==> config.mk <==
export PLATFORM = sky130hd
export DESIGN_NAME = instr_fetch_flat
export DESIGN_NICKNAME = d
export VERILOG_FILES = /design/src/rtl/instr_fetch_if.sv /design/src/rtl/instr_fetch.sv /design/src/flat_wrapper.sv
export SDC_FILE = /design/constraint.sdc
export NUM_CORES = 1
export LEC_CHECK = 0
export CAP_MARGIN = 10
export CORE_AREA = 2 2 84 86
export CTS_CLUSTER_SIZE = 24
export DETAILED_ROUTE_END_ITERATION = 6
export DIE_AREA = 0 0 86 88
export PLACE_DENSITY = 0.78
export SYNTH_ARGS = -nofsm -noshare
export SYNTH_HDL_FRONTEND = slang
export SYNTH_SLANG_ARGS = --single-unit
==> constraint.sdc <==
create_clock -name clk -period 2.8 [get_ports clk]
set_input_delay 0.56 -clock clk [delete_from_list [all_inputs] [get_ports clk]]
set_output_delay 0.56 -clock clk [all_outputs]
set_load 0.05 [all_outputs]
==> src/rtl/instr_fetch_if.sv <==
// rtl/instr_fetch_if.sv - fetch stage bus: control, RAM read port and instruction register outputs
interface instr_fetch_if #(
  parameter int ADDR_W = 8,
  parameter int DATA_W = 32
);
  logic              enable;
  logic              stall;
  logic              branch_valid;
  logic [ADDR_W-1:0] branch_target;
  logic [DATA_W-1:0] mem_rdata;
  logic [31:0]       pcinstruct;
  logic [DATA_W-1:0] fetch;
  logic              fetch_valid;
  logic [ADDR_W-1:0] pc;
  logic [7:0]        instr_count;
  logic              halted;

  modport slave (
    input  enable, stall, branch_valid, branch_target, mem_rdata,
    output pcinstruct, fetch, fetch_valid, pc, instr_count, halted
  );

  modport master (
    output enable, stall, branch_valid, branch_target, mem_rdata,
    input  pcinstruct, fetch, fetch_valid, pc, instr_count, halted
  );
endinterface

==> src/rtl/instr_fetch.sv <==
// rtl/instr_fetch.sv - instruction fetch stage: PC, instruction register, stall hold, pending branch slot
// Optional opcode-F halt enabled by defining FETCH_HALT_EN.
module instr_fetch #(
  parameter int                ADDR_W   = 8,
  parameter int                DATA_W   = 32,
  parameter logic [ADDR_W-1:0] RESET_PC = '0,
  parameter logic [DATA_W-1:0] NOP      = '0
) (
  input logic           clk,
  input logic           reset,
  instr_fetch_if.slave  bus
);

  typedef enum logic [1:0] {
    S_IDLE,
    S_RUN,
    S_HOLD
`ifdef FETCH_HALT_EN
    , S_HALT
`endif
  } state_t;

  state_t            r_state;
  state_t            w_next_state;
  logic [ADDR_W-1:0] r_pc;
  logic [DATA_W-1:0] r_fetch;
  logic              r_fetch_valid;
  logic [7:0]        r_count;
  logic              r_pend_valid;
  logic [ADDR_W-1:0] r_pend_target;

  logic              w_go;
  logic              w_adv;
  logic              w_capture;
  logic              w_redirect;
  logic              w_store_pend;
  logic [ADDR_W-1:0] w_redirect_target;
`ifdef FETCH_HALT_EN
  logic              w_halt_hit;
  logic              r_halted;
`endif

  always_ff @(posedge clk) begin
    if (!reset) r_state <= S_IDLE;
    else        r_state <= w_next_state;
  end

  always_comb begin
    w_next_state = r_state;
    case (r_state)
      S_IDLE: if (bus.enable) w_next_state = S_RUN;
      S_RUN, S_HOLD: begin
        if (w_go) begin
`ifdef FETCH_HALT_EN
          w_next_state = w_halt_hit ? S_HALT : S_RUN;
`else
          w_next_state = S_RUN;
`endif
        end else begin
          w_next_state = S_HOLD;
        end
      end
      default: w_next_state = r_state;
    endcase
  end

  // A pending redirect outranks a fresh branch_valid on the release edge.
  always_comb begin
    w_go              = bus.enable && !bus.stall;
    w_adv             = ((r_state == S_RUN) || (r_state == S_HOLD)) && w_go;
    w_redirect        = w_adv && (r_pend_valid || bus.branch_valid);
    w_capture         = w_adv && !r_pend_valid && !bus.branch_valid;
    w_store_pend      = ((r_state == S_RUN) || (r_state == S_HOLD)) && !w_go && bus.branch_valid;
    w_redirect_target = r_pend_valid ? r_pend_target : bus.branch_target;
`ifdef FETCH_HALT_EN
    w_halt_hit        = w_capture && (bus.mem_rdata[27:24] == 4'hF);
`endif
  end

  always_ff @(posedge clk) begin
    if (!reset) begin
      r_pc          <= RESET_PC;
      r_fetch       <= NOP;
      r_fetch_valid <= 1'b0;
      r_count       <= 8'd0;
      r_pend_valid  <= 1'b0;
      r_pend_target <= '0;
    end else begin
      r_fetch_valid <= 1'b0;
      if (w_capture) begin
        r_fetch       <= bus.mem_rdata;
        r_fetch_valid <= 1'b1;
        r_count       <= r_count + 8'd1;
`ifdef FETCH_HALT_EN
        if (!w_halt_hit) r_pc <= r_pc + ADDR_W'(1);
`else
        r_pc <= r_pc + ADDR_W'(1);
`endif
      end else if (w_redirect) begin
        r_pc    <= w_redirect_target;
        r_fetch <= NOP;
      end
      if (w_store_pend) begin
        r_pend_valid  <= 1'b1;
        r_pend_target <= bus.branch_target;
      end else if (w_adv) begin
        r_pend_valid  <= 1'b0;
      end
    end
  end

`ifdef FETCH_HALT_EN
  always_ff @(posedge clk) begin
    if (!reset) r_halted <= 1'b0;
    else        r_halted <= (r_state == S_HALT);
  end
  assign bus.halted = r_halted;
`else
  assign bus.halted = 1'b0;
`endif

  assign bus.pcinstruct  = {{(32-ADDR_W){1'b0}}, r_pc};
  assign bus.pc          = r_pc;
  assign bus.fetch       = r_fetch;
  assign bus.fetch_valid = r_fetch_valid;
  assign bus.instr_count = r_count;

endmodule

==> src/flat_wrapper.sv <==
// flat-port wrapper written by rule: the top's interface ports become plain ports
module instr_fetch_flat 
#(
  parameter int                ADDR_W   = 8,
  parameter int                DATA_W   = 32,
  parameter logic [ADDR_W-1:0] RESET_PC = '0,
  parameter logic [DATA_W-1:0] NOP      = '0
)
  (clk, reset, bus_enable, bus_stall, bus_branch_valid, bus_branch_target, bus_mem_rdata, bus_pcinstruct, bus_fetch, bus_fetch_valid, bus_pc, bus_instr_count, bus_halted);
  instr_fetch_if #(.ADDR_W(ADDR_W), .DATA_W(DATA_W)) bus_i ();
  input logic clk;
  input logic reset;
  input wire logic [$bits(bus_i.enable)-1:0] bus_enable;
  input wire logic [$bits(bus_i.stall)-1:0] bus_stall;
  input wire logic [$bits(bus_i.branch_valid)-1:0] bus_branch_valid;
  input wire logic [$bits(bus_i.branch_target)-1:0] bus_branch_target;
  input wire logic [$bits(bus_i.mem_rdata)-1:0] bus_mem_rdata;
  output wire logic [$bits(bus_i.pcinstruct)-1:0] bus_pcinstruct;
  output wire logic [$bits(bus_i.fetch)-1:0] bus_fetch;
  output wire logic [$bits(bus_i.fetch_valid)-1:0] bus_fetch_valid;
  output wire logic [$bits(bus_i.pc)-1:0] bus_pc;
  output wire logic [$bits(bus_i.instr_count)-1:0] bus_instr_count;
  output wire logic [$bits(bus_i.halted)-1:0] bus_halted;
  assign bus_i.enable = bus_enable;
  assign bus_i.stall = bus_stall;
  assign bus_i.branch_valid = bus_branch_valid;
  assign bus_i.branch_target = bus_branch_target;
  assign bus_i.mem_rdata = bus_mem_rdata;
  assign bus_pcinstruct = bus_i.pcinstruct;
  assign bus_fetch = bus_i.fetch;
  assign bus_fetch_valid = bus_i.fetch_valid;
  assign bus_pc = bus_i.pc;
  assign bus_instr_count = bus_i.instr_count;
  assign bus_halted = bus_i.halted;
  instr_fetch #(.ADDR_W(ADDR_W), .DATA_W(DATA_W), .RESET_PC(RESET_PC), .NOP(NOP)) u_core (.clk(clk), .reset(reset), .bus(bus_i));
endmodule
==> results of run 1 <==
-- per-layer routing --
layer  GRT usage  up-vias  wire [um]
met3      0.0396       15        311
met2       0.296       80       3360
met5           0        -          0
li1            -     1103          -
met4      0.0823        0        142
met1       0.208     1087       2750
-- per-stage QoR --
step,cell area [sq um],power (mW),utilization,hold WS [ns]
finish,3740,2.21,0.563,0.478
floorplan,2700,1.33,-,0.460
CTS,3740,2.23,0.563,0.483
detailed placement,3550,1.46,0.535,0.463
global route,3740,2.31,0.563,0.500
global placement,3550,1.45,0.535,0.461
-- cell families (layout without fill, tap and decap cells) --
group / count (synthesis) / in the layout
DFF: 60 / 60
AOI/OAI and AO/OA: 69 / 69
xor gates and xnor gates: 5 / 5
other: 1 / 25
adders and majority gates: 3 / 3
muxes: 13 / 13
and+or+nand+nor: 66 / 66
buffers and inverters: 54 / 129
-- how the worst min path moves through the flow --
stage / endpoint / slack, ns / cells after the start
after floorplan: u_core.r_pend_target[0] / 0.46 / 2
after global placement: u_core.bus.fetch[17] / 0.46 / 1
after detailed placement: u_core.bus.fetch[6] / 0.46 / 1
after CTS: u_core.bus.fetch[2] / 0.48 / 1
after global routing: u_core.bus.fetch[18] / 0.50 / 1
final: u_core.bus.fetch[2] / 0.48 / 1
-- cell type report --
| type | instances | share of cell area |
|---|---|---|
| repair buffers | 108 | 0.288 |
| well taps | 80 | 0.0267 |
| flip-flops and latches | 60 | 0.321 |
| multi-input cells | 181 | 0.308 |
| inverters | 6 | 0.00602 |
| clock inverters | 5 | 0.0140 |
| clock buffers | 10 | 0.0368 |
-- placed cells by master, fill, tap and decap left out, drive strengths merged, types with 5 or more instances in the layout --
cell type      instances
a21oi                 15
a22o                  32
buf                    7
clkbuf                10
clkdlybuf4s50        101
conb                  25
dfxtp                 60
inv                    5
mux2i                 13
nand2                 11
nand3                  7
nand4                  6
nor2                  17
nor3                   5
o21ai                 10
-- state kept, by name, indices dropped and copies added (netlist names) --
signal and flops:
u_core.r_pend_valid 1, u_core.bus.instr_count 8, u_core.bus.fetch 32, u_core.r_state 2, u_core.bus.fetch_valid 1, u_core.bus.pc 8, u_core.r_pend_target 8
-- report_power, final --
| part | switching (mW) | leakage [nW] | internal (mW) |
|---|---|---|---|
| registers | 0.0423 | 0.485 | 0.895 |
| clock network | 0.341 | 0.0979 | 0.425 |
| logic | 0.321 | 0.850 | 0.188 |
| total | 0.704 | 1.43 | 1.51 |
==> impl_metrics.toml, run 1 <==
[die]
rows = 30
fp.dieH_um = 88
die_w_um = 86
initial_core_util = 0.393
core_area_sq_um = 6640
ios = 127
fp.dieArea_sq_um = 7570

[timing]
worstMarginPinSlew_ns = 0.645
slew-limit-headroom = 0.570
post-route-period-util = 0.810
setup_ws_ns = 0.532
rsz0062_at_grt = "false"
finClkSkew_ns = 0.00660
hold_violations = 0
finalSetupViolations = 0
fin_setup_tns_ns = 0
min_period_ns = 2.27
timing.fmax_mhz = 441
slew_viol_final = 0

[setup_path]
slowest_delay_ns = 0.87
startpoint_type = "flip-flop"
rr_worst_depth = 8
regToRegSetupSlack_ns = 0.89
cp_slowest_cell = "clkdlybuf4s50_1"
r2r_start = "u_core.r_state[0]"
path_depth = 1
critPathCapture = "bus_pc[2]"
r2r-end = "u_core.bus.fetch[26]"
cp_data_arrival_time_ns = 1.71
path_cells = "clkdlybuf4s50_1"
cp-end-kind = "primary output"
path_max_fanout = 8
critPathBufInv = 1
worst-setup-path-type = "flip-flop to primary output"
crit_start = "u_core.bus.pc[2]"
cp_top_family = "buffers and inverters"
worst_ep_required_time_ns = 2.24

[clock_network]
clock-sinks = 60
cts_hold_buffers = 0
clkTransAtPathRegs_ns = 0.07
clk-insertion-delay-late_ns = 0.33
cts-root-buf = "clkbuf_8"
postCtsSetupBuffers = 0
cts_tree = "done"
postCtsResizedCells = 0
cts_htree_levels = 3
cts_buffers = 9
clockBufferDepth = 2

[global_route]
grt-ovfl-total = 0
grt_pass1_vias = 2188
grtUsageTotal = 0.174
antenna_found_initial = 0
grt_max_degree = 34
grt_pass1_wl_um = 10400

[min_path]
min-delay-start = "u_core.bus.fetch[2]"
hp-class = "flip-flop to flip-flop"

[place]
post-place-ws_ns = 0.552
portBuffers = 101
hpwlAfterDp_um = 4730
place_congestion = 0.805
dp.cells = 435

[logic_synthesis]
synth_flop_cell = "dfxtp_1"
synth_most_common_cell = "dfxtp_1"
ys_warn_count = 0
synth_edf_count = 0
synthTopCellsByArea = "dfxtp_1, a22o_1, buf_4"
avgSynthCellArea_sq_um = 9.63
ys_ff_latch = 60
synthesis.area_sq_um = 2610
synth_common_cells = "dfxtp_1, buf_4, a22o_1"
synth_top_family_by_area = "compound AO/OA/AOI/OAI gates"
yosysSeqAreaShare = 0.460
synth_cell_types = 42
synthSimpleGateAreaFrac = 0.134
synthAdderAreaFrac = 0.0144
synth-xor-area-share = 0.0168
syn_inst = 271
yosysTopAreaCellShare = 0.460
yosysTopAreaCell = "dfxtp_1"
synth_compound_area_frac = 0.190
synth_mux_area_frac = 0.0499
synthArstFlopShare = 0

[job]
drv_cap = 0

[layout]
areaGrowthSynthToFinish_pct = 43.4
seqCellArea_sq_um = 1200
multi_input_area_sq_um = 1150
final_nets = 414
stdcell_count = 450
drive_gt1_frac = 0.0676
antennaDiodeCount = 0
fillCellCount = 595

[routing]
vias = 2285
wl_per_cell_um = 14.6
drcViolationCount = 0
avgViaCountPerCell = 5.08
routed_wl_um = 6560
drt_iter0_markers = 107
antenna_left = 0
drtPass1Iterations = 4

[run_status]
status = "finished clean"

[power]
peakVddDrop_mv = 0.270
cellPowerDensity_nw_per_um2 = 591
p_leak_nw = 1.43
No activity file was read; power rests on OpenSTA's default activity.
==> run 2, diff against run 1 <==
Clock period 2.8 ns to 2.1 ns, I/O delays scaled along.
==> run 2 against run 1 <==
Die area unchanged. Count of clock-buffer cells in the layout down 1. Utilization is 1.7 points higher. Clock power grew 51%. Via count grew 0.13%. Worst setup slack lost 0.48 ns. Worst hold slack worse by 0.0026 ns. Routed wire length barely moved. Sequential share of layout area down 0.94 points. Non-clock buffer count rose by 9. Clock skew up 0.00067 ns. Critical path type unchanged. Critical endpoint is now bus_pcinstruct[5]. Largest cell class unchanged. Highest routed layer unchanged.
==> impl_metrics.toml, run 2 (synthesis results as in run 1) <==
[setup_path]
path_max_fanout = 7
critPathBufInv = 1
cp_data_arrival_time_ns = 1.63
cp_slowest_cell = "clkdlybuf4s50_1"
path_cells = "clkdlybuf4s50_1"
worst-setup-path-type = "flip-flop to primary output"
startpoint_type = "flip-flop"
regToRegSetupSlack_ns = 0.40
slowest_delay_ns = 0.85
rr_worst_depth = 6
critPathCapture = "bus_pcinstruct[5]"
r2r_start = "u_core.r_state[1]"
path_depth = 1
cp_top_family = "buffers and inverters"
worst_ep_required_time_ns = 1.68
crit_start = "u_core.bus.pc[5]"
cp-end-kind = "primary output"
r2r-end = "u_core.bus.pc[5]"

[global_route]
grt_pass1_wl_um = 10100
grt-ovfl-total = 0
grtUsageTotal = 0.168
grt_max_degree = 34
grt_pass1_vias = 2090
antenna_found_initial = 0

[clock_network]
cts_htree_levels = 3
postCtsSetupBuffers = 0
clk-insertion-delay-late_ns = 0.33
cts_hold_buffers = 0
cts-root-buf = "clkbuf_8"
postCtsResizedCells = 1
clock-sinks = 60
cts_tree = "done"
clkTransAtPathRegs_ns = 0.07
cts_buffers = 9
clockBufferDepth = 2

[run_status]
status = "finished clean"

[die]
fp.dieArea_sq_um = 7570
die_w_um = 86
rows = 30
initial_core_util = 0.393
core_area_sq_um = 6640
fp.dieH_um = 88
ios = 127

[place]
place_congestion = 0.794
post-place-ws_ns = 0.0295
hpwlAfterDp_um = 4700
portBuffers = 101
placed_cell_area_sq_um = 3620

[timing]
post-route-period-util = 0.975
finalSetupViolations = 0
rsz0062_at_grt = "true"
hold_violations = 0
worstMarginPinSlew_ns = 0.525
timing.fmax_mhz = 488
min_period_ns = 2.05
slew-limit-headroom = 0.649
finClkSkew_ns = 0.00727
slew_viol_final = 0
setup_ws_ns = 0.0520

[power]
power.switching_mw = 0.974
power.internal_mw = 2.14
p_comb_frac = 0.233
clockPowerShare = 0.372
peakVddDrop_mv = 0.351
cellPowerDensity_nw_per_um2 = 808
seqPwrFrac = 0.395
p_leak_nw = 1.58
switching_share = 0.313

[routing]
wl_per_cell_um = 14.3
drt_iter0_markers = 102
vias = 2288
antenna_left = 0
drtPass1Iterations = 4
drcViolationCount = 0
avgViaCountPerCell = 4.97
routed_wl_um = 6560

[layout]
mostFrequentLayoutCell = "clkdlybuf4s50_1"
antennaDiodeCount = 0
areaGrowthSynthToFinish_pct = 47.7
largest_register_ff_count = 32
final_nets = 423
fin_util = 0.580
layout_common_cells = "clkdlybuf4s50_1, dfxtp_1, a22o_1, conb_1, buf_4"
drive_gt1_frac = 0.103
final_area_sq_um = 3850

[min_path]
hp-class = "flip-flop to flip-flop"
min-delay-start = "u_core.bus.fetch[8]"

[job]
drv_cap = 0
run 2: changes by cell type in the layout (fill, tap and decap cells not counted), moves of 2 or more:
| cell | previous run | this run |
|---|---|---|
| buf_4 | 6 | 18 |
| clkdlybuf4s50_1 | 101 | 92 |
| dlymetal6s2s_1 | 0 | 4 |
| clkinv_4 | 0 | 3 |
| clkinv_2 | 3 | 1 |
run 2: per-stage QoR:
| step | hold WS, ns | instances | setup TNS, ns | total power [mW] |
|---|---|---|---|---|
| final | 0.476 | 460 | 0 | 3.11 |
| after global routing | 0.499 | 460 | -0.0201 | 3.26 |
| after CTS | 0.483 | 460 | 0 | 3.15 |
| after detailed placement | 0.463 | 444 | 0 | 1.98 |
| after global placement | 0.461 | 444 | 0 | 1.97 |
| after floorplan | 0.460 | 295 | 0 | 1.78 |
run 2: area by class of cell:
| class | count | area (sq um) |
|---|---|---|
| multi-input combinational | 181 | 1150 |
| timing repair buffer | 117 | 1150 |
| tap | 80 | 100 |
| clock buffer | 9 | 124 |
| fill | 609 | 2790 |
| inverter | 6 | 22.5 |
| clock inverter | 7 | 100 |
| sequential | 60 | 1200 |
run 2: worst min path at each step:
stage | to | slack [ns] | cells past startpoint
2_1_floorplan | u_core.r_pend_target[0] | 0.46 | 2
3_3_place_gp | u_core.bus.fetch[31] | 0.46 | 1
3_5_place_dp | u_core.bus.fetch[5] | 0.46 | 1
4_1_cts | u_core.bus.fetch[8] | 0.48 | 1
5_1_grt | u_core.bus.fetch[24] | 0.50 | 1
6_report | u_core.bus.fetch[8] | 0.48 | 1
run 2: per-layer routing:
layer / wire (um) / share of wire / vias up / global-route usage
met3: 358 / 0.055 / 10 / 0.0349
met5: 0 / 0 / - / 0
met4: 82 / 0.013 / 0 / 0.0693
met2: 3350 / 0.51 / 85 / 0.275
met1: 2770 / 0.42 / 1066 / 0.216
li1: - / - / 1127 / -
run 2: power by group through the flow:
stage / registers (mW) / logic, mW / clock network, mW
floorplan: 1.36 / 0.416 / 0
global placement: 1.25 / 0.714 / 0
detailed placement: 1.26 / 0.723 / 0
CTS: 1.23 / 0.726 / 1.19
global route: 1.24 / 0.774 / 1.25
finish: 1.23 / 0.726 / 1.16
